### src/rtl/store_responder_if.sv
// Core-to-data-memory store/load bus between the single-cycle core and store_responder.
// Signal names follow the core's own dmem port names.
interface store_responder_if;
    logic        MemWrite;
    logic [31:0] DataAdr;
    logic [31:0] WriteData;
    logic [31:0] ReadData;

    modport master (output MemWrite, output DataAdr, output WriteData, input ReadData);
    modport slave  (input MemWrite, input DataAdr, input WriteData, output ReadData);
endinterface

### src/rtl/store_responder.sv
// Word-addressed data memory plus a store-monitor FSM that reports run pass/fail/timeout.
//   state   | meaning
//   ST_RUN  | program running, watching stores and counting cycles
//   ST_PASS | valid store to PASS_ADR seen (absorbing until reset)
//   ST_FAIL | bad store or timeout seen (absorbing until reset)
module store_responder #(
    parameter int unsigned DEPTH      = 64,
    parameter int unsigned PASS_ADR   = 196,
    parameter int unsigned PASS_DATA  = 7,
    parameter bit          CHECK_DATA = 1'b1,
    parameter int unsigned ALLOW_ADR  = 96,
    parameter int unsigned TIMEOUT    = 1000
) (
    input  logic                i_clk,
    input  logic                i_reset,
    store_responder_if.slave    bus,
    output logic                o_done,
    output logic                o_pass,
    output logic                o_fail,
    output logic                o_timed_out,
    output logic [15:0]         o_store_count,
    output logic [31:0]         o_last_adr,
    output logic [31:0]         o_last_data
);

    localparam int unsigned AW = (DEPTH > 1) ? $clog2(DEPTH) : 1;
    localparam int unsigned CW = (TIMEOUT > 1) ? $clog2(TIMEOUT) : 1;

    typedef enum logic [1:0] {
        ST_RUN  = 2'd0,
        ST_PASS = 2'd1,
        ST_FAIL = 2'd2
    } state_t;

    logic [31:0]   r_mem [DEPTH];
    state_t        r_state;
    logic [CW-1:0] r_cycles;
    logic          r_done;
    logic          r_pass;
    logic          r_fail;
    logic          r_timed_out;
    logic [15:0]   r_store_count;
    logic [31:0]   r_last_adr;
    logic [31:0]   r_last_data;

    logic [29:0]   w_index;
    logic [AW-1:0] w_addr;
    logic          w_aligned;
    logic          w_in_range;
    logic          w_wr_ok;
    logic          w_is_pass_adr;
    logic          w_data_ok;
    logic          w_is_allow;
    logic          w_timeout_hit;

    assign w_index       = bus.DataAdr[31:2];
    assign w_addr        = w_index[AW-1:0];
    assign w_aligned     = (bus.DataAdr[1:0] == 2'b00);
    assign w_in_range    = (w_index < 30'(DEPTH));
    assign w_wr_ok       = bus.MemWrite && w_aligned && w_in_range;
    assign w_is_pass_adr = (bus.DataAdr == 32'(PASS_ADR));
    assign w_data_ok     = !CHECK_DATA || (bus.WriteData == 32'(PASS_DATA));
    assign w_is_allow    = (bus.DataAdr == 32'(ALLOW_ADR));
    assign w_timeout_hit = (r_cycles == CW'(TIMEOUT - 1));

    // Read-during-write sees the old word: the array is only updated on the edge.
    assign bus.ReadData = (w_aligned && w_in_range) ? r_mem[w_addr] : 32'h0;

    // Memory keeps writing through reset and in every FSM state.
    always_ff @(posedge i_clk) begin
        if (w_wr_ok) begin
            r_mem[w_addr] <= bus.WriteData;
        end
    end

    always_ff @(posedge i_clk) begin
        if (i_reset) begin
            r_state       <= ST_RUN;
            r_cycles      <= '0;
            r_done        <= 1'b0;
            r_pass        <= 1'b0;
            r_fail        <= 1'b0;
            r_timed_out   <= 1'b0;
            r_store_count <= '0;
            r_last_adr    <= '0;
            r_last_data   <= '0;
        end else begin
            if (bus.MemWrite) begin
                r_last_adr  <= bus.DataAdr;
                r_last_data <= bus.WriteData;
            end
            case (r_state)
                ST_RUN: begin
                    r_cycles <= r_cycles + 1'b1;
                    if (bus.MemWrite && r_store_count != 16'hFFFF) begin
                        r_store_count <= r_store_count + 16'd1;
                    end
                    // A store decision takes priority over a coincident timeout.
                    if (bus.MemWrite && !w_aligned) begin
                        r_state <= ST_FAIL;
                        r_fail  <= 1'b1;
                        r_done  <= 1'b1;
                    end else if (bus.MemWrite && w_is_pass_adr && w_data_ok) begin
                        r_state <= ST_PASS;
                        r_pass  <= 1'b1;
                        r_done  <= 1'b1;
                    end else if (bus.MemWrite && (w_is_pass_adr || !w_is_allow)) begin
                        r_state <= ST_FAIL;
                        r_fail  <= 1'b1;
                        r_done  <= 1'b1;
                    end else if (w_timeout_hit) begin
                        r_state     <= ST_FAIL;
                        r_fail      <= 1'b1;
                        r_done      <= 1'b1;
                        r_timed_out <= 1'b1;
                    end
                end
                ST_PASS: r_state <= ST_PASS;
                ST_FAIL: r_state <= ST_FAIL;
                default: begin
                    r_state <= ST_FAIL;
                    r_fail  <= 1'b1;
                    r_done  <= 1'b1;
                end
            endcase
        end
    end

    assign o_done        = r_done;
    assign o_pass        = r_pass;
    assign o_fail        = r_fail;
    assign o_timed_out   = r_timed_out;
    assign o_store_count = r_store_count;
    assign o_last_adr    = r_last_adr;
    assign o_last_data   = r_last_data;

endmodule
### src/flat_wrapper.sv
// flat-port wrapper written by rule: the top's interface ports become plain ports
module store_responder_flat 
#(
    parameter int unsigned DEPTH      = 64,
    parameter int unsigned PASS_ADR   = 196,
    parameter int unsigned PASS_DATA  = 7,
    parameter bit          CHECK_DATA = 1'b1,
    parameter int unsigned ALLOW_ADR  = 96,
    parameter int unsigned TIMEOUT    = 1000
)
  (i_clk, i_reset, o_done, o_pass, o_fail, o_timed_out, o_store_count, o_last_adr, o_last_data, bus_MemWrite, bus_DataAdr, bus_WriteData, bus_ReadData);
  store_responder_if bus_i ();
  input  logic i_clk;
  input  logic i_reset;
  output logic o_done;
  output logic o_pass;
  output logic o_fail;
  output logic o_timed_out;
  output logic [15:0] o_store_count;
  output logic [31:0] o_last_adr;
  output logic [31:0] o_last_data;
  input wire logic [$bits(bus_i.MemWrite)-1:0] bus_MemWrite;
  input wire logic [$bits(bus_i.DataAdr)-1:0] bus_DataAdr;
  input wire logic [$bits(bus_i.WriteData)-1:0] bus_WriteData;
  output wire logic [$bits(bus_i.ReadData)-1:0] bus_ReadData;
  assign bus_i.MemWrite = bus_MemWrite;
  assign bus_i.DataAdr = bus_DataAdr;
  assign bus_i.WriteData = bus_WriteData;
  assign bus_ReadData = bus_i.ReadData;
  store_responder #(.DEPTH(DEPTH), .PASS_ADR(PASS_ADR), .PASS_DATA(PASS_DATA), .CHECK_DATA(CHECK_DATA), .ALLOW_ADR(ALLOW_ADR), .TIMEOUT(TIMEOUT)) u_core (.i_clk(i_clk), .i_reset(i_reset), .bus(bus_i), .o_done(o_done), .o_pass(o_pass), .o_fail(o_fail), .o_timed_out(o_timed_out), .o_store_count(o_store_count), .o_last_adr(o_last_adr), .o_last_data(o_last_data));
endmodule
### config.mk
export PLATFORM = sky130hd
export DESIGN_NAME = store_responder_flat
export DESIGN_NICKNAME = d
export VERILOG_FILES = /design/src/rtl/store_responder_if.sv /design/src/rtl/store_responder.sv /design/src/flat_wrapper.sv
export SDC_FILE = /design/constraint.sdc
export NUM_CORES = 2
export LEC_CHECK = 0
export CAP_MARGIN = 20
export CORE_MARGIN = 1.5
export CORE_UTILIZATION = 56
export CTS_CLUSTER_SIZE = 25
export DETAILED_ROUTE_END_ITERATION = 7
export PLACE_DENSITY = 0.8
export SYNTH_ARGS = -nofsm -noshare
export SYNTH_HDL_FRONTEND = slang
export SYNTH_SLANG_ARGS = --single-unit
### constraint.sdc
create_clock -name i_clk -period 6.5 [get_ports i_clk]
set_input_delay 1.3 -clock i_clk [delete_from_list [all_inputs] [get_ports i_clk]]
set_output_delay 1.3 -clock i_clk [all_outputs]
set_load 0.01 [all_outputs]
Word level (Yosys, flattened, before mapping)
Memory sizes are Yosys's and may differ from the RTL's.
Index checks and enable logic that the tools add are counted.

word-level totals
  register bits = 96
  RAM bits = 2048
  input bits = 67
  word-level logic and storage cells = 62
  memories = 1

memories
  name          depth  bits a word  rd ports  clocked after Yosys merged registers in  wr ports  RTL line               RTL
  u_core.r_mem  64     32           1         0                                        1         store_responder.sv:35  logic [31:0] r_mem [DEPTH];

cells by class
  add/subtract/negate cells = 2
  $lt $le $gt $ge = 1
  eq/ne operators = 10
  muxes and demuxes = 16
  bitwise gates (word level) = 4
  reductions and logical operators = 19

operator list
  cell                                                                            number
  32-bit by 3-bit equality test with 1-bit output (second input constant)         1
  32-bit by 7-bit equality test with 1-bit output (second input constant)         1
  32-bit by 8-bit equality test with 1-bit output (second input constant)         1
  32-bit 2-to-1 mux                                                               1
  30-bit by 7-bit less-than comparator with 1-bit output (second input constant)  1
  16-bit by 1-bit adder with 16-bit output (second input constant)                1
  16-bit inequality test (second input constant)                                  1
  10-bit by 1-bit adder with 10-bit output (second input constant)                1
  10-bit equality test (second input constant)                                    1
  1-bit logical AND                                                               8
  1-bit 2-to-1 mux                                                                8
  2-bit 2-to-1 mux                                                                4
  3-bit AND reduction                                                             2
  5-bit by 1-bit inequality test with 1-bit output (second input constant)        1
  5-bit AND reduction                                                             1
  2-bit logical NOT                                                               2
  4-bit by 1-bit inequality test with 1-bit output (second input constant)        1
  1-bit inverter                                                                  4
  1-bit case mux with 2 select lines                                              2
  2-bit case mux with 2 select lines                                              1
  2-bit AND reduction                                                             2
  3-bit by 2-bit inequality test with 1-bit output (second input constant)        1
  2-bit by 1-bit equality test with 1-bit output (second input constant)          1
  2-bit equality test (second input constant)                                     1
  other kinds (3)                                                                 4

Logic depth before layout (Yosys ltp)
  word-level depth = 8
  mapped depth = 12
  gate-level depth less buffers = 7

Worst setup path after synthesis
OpenSTA, ideal clock, no wires.

  path type = in2reg
  start = in bus_DataAdr[3]
  end = mem u_core.r_mem[32][0], enable pin
  setup time = 0.502 ns
  arrival = 5.677 ns
  setup slack = 0.321 ns
  stages = 9
  buffers on the path = 6
  cells stage by stage = buf_2 -> buf_4 -> buf_4 -> buf_2 -> buf_2 -> buf_2 -> nor2_1 -> nand2_1 -> nor4_1

between the ends
  longest elaborated chain between the ends = 4

ends and longest elaborated chain
  what                                                    RTL line               RTL
  start: declaration                                      flat_wrapper.sv:23     input wire logic [$bits(bus_i.DataAdr)-1:0] bus_DataAdr;
  30-bit by 7-bit less-than comparator with 1-bit output  store_responder.sv:59  assign w_in_range = (w_index < 30'(DEPTH));
  1-bit logical AND                                       store_responder.sv:60  assign w_wr_ok = bus.MemWrite && w_aligned && w_in_range;
  1-bit 2-to-1 mux                                        store_responder.sv:71  if (w_wr_ok) begin
  1-bit 2-to-1 mux (implied by the code)                  store_responder.sv:72  r_mem[w_addr] <= bus.WriteData;
  end: declaration                                        store_responder.sv:35

Several ways; a longest one is shown, not always the timed one.

Worst setup path after layout
  start = in bus_DataAdr[7]
  end = out bus_ReadData[31]

between the ends
  longest elaborated chain between the ends = 3
  elaborated cells on any way between the ends = 4
  those cells by class = order compare: 1; mux: 1; reduce/logical: 1; memory: 1

ends and longest elaborated chain
  what                                                    RTL line               RTL
  30-bit by 7-bit less-than comparator with 1-bit output  store_responder.sv:59
  1-bit logical AND                                       store_responder.sv:67  assign bus.ReadData = (w_aligned && w_in_range) ? r_mem[w_addr] : 32'h0;
  32-bit 2-to-1 mux (*)                                   store_responder.sv:67
  end: declaration                                        flat_wrapper.sv:25     output wire logic [$bits(bus_i.ReadData)-1:0] bus_ReadData;

Every way passes the cells marked *; elsewhere a longest branch is shown, timed or not.

==> flow_summary.toml <==
[status]
status = "completed"

[sta]
fin_crit_sh_pct = 96.8
finClkSkew_ns = 0.0226
whs_ns = 0.454
hold_violations = 0
finalSetupTns_ns = 0
period_needed_ns = 6.29
clock.fmax_mhz = 159
slew_headroom_pct = 27.4
maxSlewViolCount = 0
setup_viol = 0
rsz0062_at_grt = "false"
tightest_slew_ns = 1.08

[floorplan]
start_util_pct = 56.6
dieArea_um2 = 148000
die_h_um = 385
ioPinCount = 183
die_w_um = 385
core_um2 = 144000
rows = 139

[worst_setup_path]
worstPathRequired_ns = 5.20
crit_type = "in2out"
r2r_cells = 6
crit_top_cell = "clkdlybuf4s50_1"
rrSetupSlack_ns = 4.38
critPathSlowestCell = "a2111oi_1"
cp_max_fo = 29
crit_cells = 8
crit_path_cell_trace = "clkdlybuf4s50_1 > inv_1 > nand2_1 > buf_12 > o22ai_1 > or4_1 > a2111oi_1 > clkdlybuf4s50_1"
cp-start-kind = "input port"
reg2reg_to = "u_core.o_timed_out$_SDFFE_PP0P_"
crit_path_max_incr_delay_ns = 0.94
timing.rr.start = "u_core.r_state[0]$_SDFFE_PP0P_"
cp_top_family = "buffers and inverters"
end_kind = "primary output"
cp_data_arrival_time_ns = 4.99
path_buf_inv = 4

[grt]
gr-total-overflow = 0
grt_use_total_pct = 30.3
use_met1_pct = 40.2
grt_pass1_wl_um = 316000
grt_pass1_vias = 43800
grt_most_used_layer = "met2"
use_met3_pct = 8.04
grt_max_degree = 98
grtUsageMet2_pct = 47.7
antenna_found_initial = 9

[layout]
mostFrequentLayoutCell = "edfxtp_1"
final_cells = 6279
layout-drive-gt1-share_pct = 24.9
finalNetCount = 4272
area_growth_pct = 14.5
final_cell_mix = "2048 x edfxtp_1, 435 x mux4_2, 229 x mux2i_1"

[logic_synthesis]
synthesis.nets = 3884
synth_seq_cells = 2144
synthesis.area_um2 = 81700
synth-edff-count = 2048
synth-async-reset-ratio_pct = 0
ys_warn_count = 0
syn-instance-count = 3813
syn_avg_cell_area_um2 = 21.4
ys.flop_type = "edfxtp_1"
ys_types = 61
ys_seq_area_share_pct = 77.7

[power]
pwr-share-seq_pct = 53.8
comb_power_share_pct = 4.9
p_sw_share_pct = 21.2
p_int_uw = 22200
p_leak_uw = 0.0299
p_per_area_nw_per_um2 = 301
p_switching_uw = 5970
p_clk_share_pct = 41.3
vdd_ir_drop_max_mv = 0.226

[routing]
first_pass_iters = 6
avgViaCountPerCell = 7.00
drt-initial-drc-count = 7114
drt.antenna.violating_nets = 0
drc = 0
wirelength_um = 224000
avgRoutedWirePerCell_um = 35.6
vias = 43900

[cts]
cts.sinks = 2144
clk_pin_slew_ns = 0.06
cts_tree = "done"
htreeDepth = 4
max-clock-path-buffers = 3
numCtsBuffers = 196
cts_root_buffer = "clkbuf_16"
clk_latency_ns = 0.82
post_cts_buffers = 0

[placement]
gp_congestion = 0.854
port_buffers = 182
placed_cells = 5905
dp_hpwl_um = 126000

[min_path]
hp-class = "reg2reg"
hold_start = "u_core.o_pass$_SDFFE_PP0P_"
hold_path_end = "u_core.o_pass$_SDFFE_PP0P_"
hold_path_depth = 2

[job]
drv_cap = 0
==> flip-flops by register name, indices dropped and copies added (netlist names) <==
| signal | count |
|---|---|
| u_core.o_store_count | 16 |
| u_core.r_state | 2 |
| u_core.r_mem | 2048 |
| u_core.o_last_data | 32 |
| u_core.o_fail | 1 |
| u_core.o_pass | 1 |
| u_core.r_cycles | 10 |
| u_core.o_last_adr | 32 |
| u_core.o_done | 1 |
| u_core.o_timed_out | 1 |
==> Yosys cell counts (5+ instances only) <==
library cell  count  area, um^2
a2111oi_0        19         166
a211oi_1         48         360
a21oi_1          32         160
a22o_1           11        96.3
a22oi_1          23         173
and3_1            6        37.5
buf_2            73         365
buf_4            39         293
buf_6             8        90.1
clkbuf_1        101         379
dfxtp_1          96        1920
edfxtp_1       2048       61500
inv_1            11        41.3
mux2_2            5        56.3
mux2i_1         229        2290
mux4_1            9         236
mux4_2          435        9800
nand2_1          36         135
nand2b_1          7        43.8
nand3_1          20         100
nand4_1          15        93.8
nor2_1          149         559
nor2b_1           6        37.5
nor3_1           26         130
nor4_1           41         257
nor4b_1           6        52.6
o211a_1          17         170
o21ai_0          22         110
o221ai_1         14         123
o22ai_1         173        1080
or3_1             5        31.3
or4_1            11        82.6
xnor2_1          16         140
xor2_1            6        52.6
==> cell type report <==
class | instances | area, um^2
sequential | 2144 | 63400
fill | 8755 | 50700
multi-input combinational | 1429 | 17400
clock buffer | 236 | 5140
timing repair buffer | 419 | 3740
tap | 1903 | 2380
clock inverter | 130 | 1290
inverter | 11 | 41.3
antenna | 7 | 17.5
==> per-layer routing <==
metal,part of all wire (%),up-vias
li1,-,16900
met1,34,22500
met2,47,3883
met3,13,659
met4,4.9,10
met5,0.026,-
==> worst max-delay path by stage <==
stage                               from                            end
final                     bus_DataAdr[7]               bus_ReadData[31]
after CTS                 bus_DataAdr[2]               bus_ReadData[10]
after global routing      bus_DataAdr[2]               bus_ReadData[22]
after floorplan           bus_DataAdr[3]  u_core.r_mem[32][0]$_DFFE_PP_
after detailed placement  bus_DataAdr[2]               bus_ReadData[10]
after global placement    bus_DataAdr[7]               bus_ReadData[22]
==> kinds of logic (layout without fill, tap and decap cells) <==
logic type | count (synthesis) | after routing | share of synthesized area (%)
flip-flops | 2144 | 2144 | 77.7
multiplexers | 678 | 678 | 15.2
AO/OA/AOI/OAI | 381 | 381 | 3.24
AND/OR/NAND/NOR | 344 | 344 | 2.09
buffers and inverters | 240 | 796 | 1.55
XOR/XNOR | 22 | 22 | 0.236
adder cells (fa/ha/maj) | 4 | 4 | 0.0613
other | 0 | 7 | 0
==> tightest hold or removal path: stages, from the launching register on <==
cell     delay, ns
dfxtp_1       0.31
inv_1         0.05
a21oi_1       0.05
==> per-stage QoR <==
stage | cell area (um^2) | worst slack [ns] | util [%] | power (uW)
CTS | 93400 | 0.240 | 64.8 | 28200
global route | 93500 | 0.190 | 64.8 | 28800
global placement | 87000 | -0.0209 | 60.3 | 16800
detailed placement | 87000 | 0.284 | 60.4 | 16800
floorplan | 81700 | 0.321 | - | 16100
finish | 93500 | 0.206 | 64.8 | 28200
==> power groups by stage <==
stage / combinational (uW) / sequential [uW] / clock (uW)
floorplan: 675 / 15500 / 0
global placement: 1300 / 15500 / 0
detailed placement: 1330 / 15500 / 0
CTS: 1350 / 15200 / 11700
global route: 1420 / 15200 / 12200
finish: 1370 / 15200 / 11600
==> repair_timing <==
item                                    CTS  global route
gates resized for setup                   0             1
endpoints found under the setup margin    0             1
hold buffers                              0             0
No activity file was read; power rests on OpenSTA's default activity.
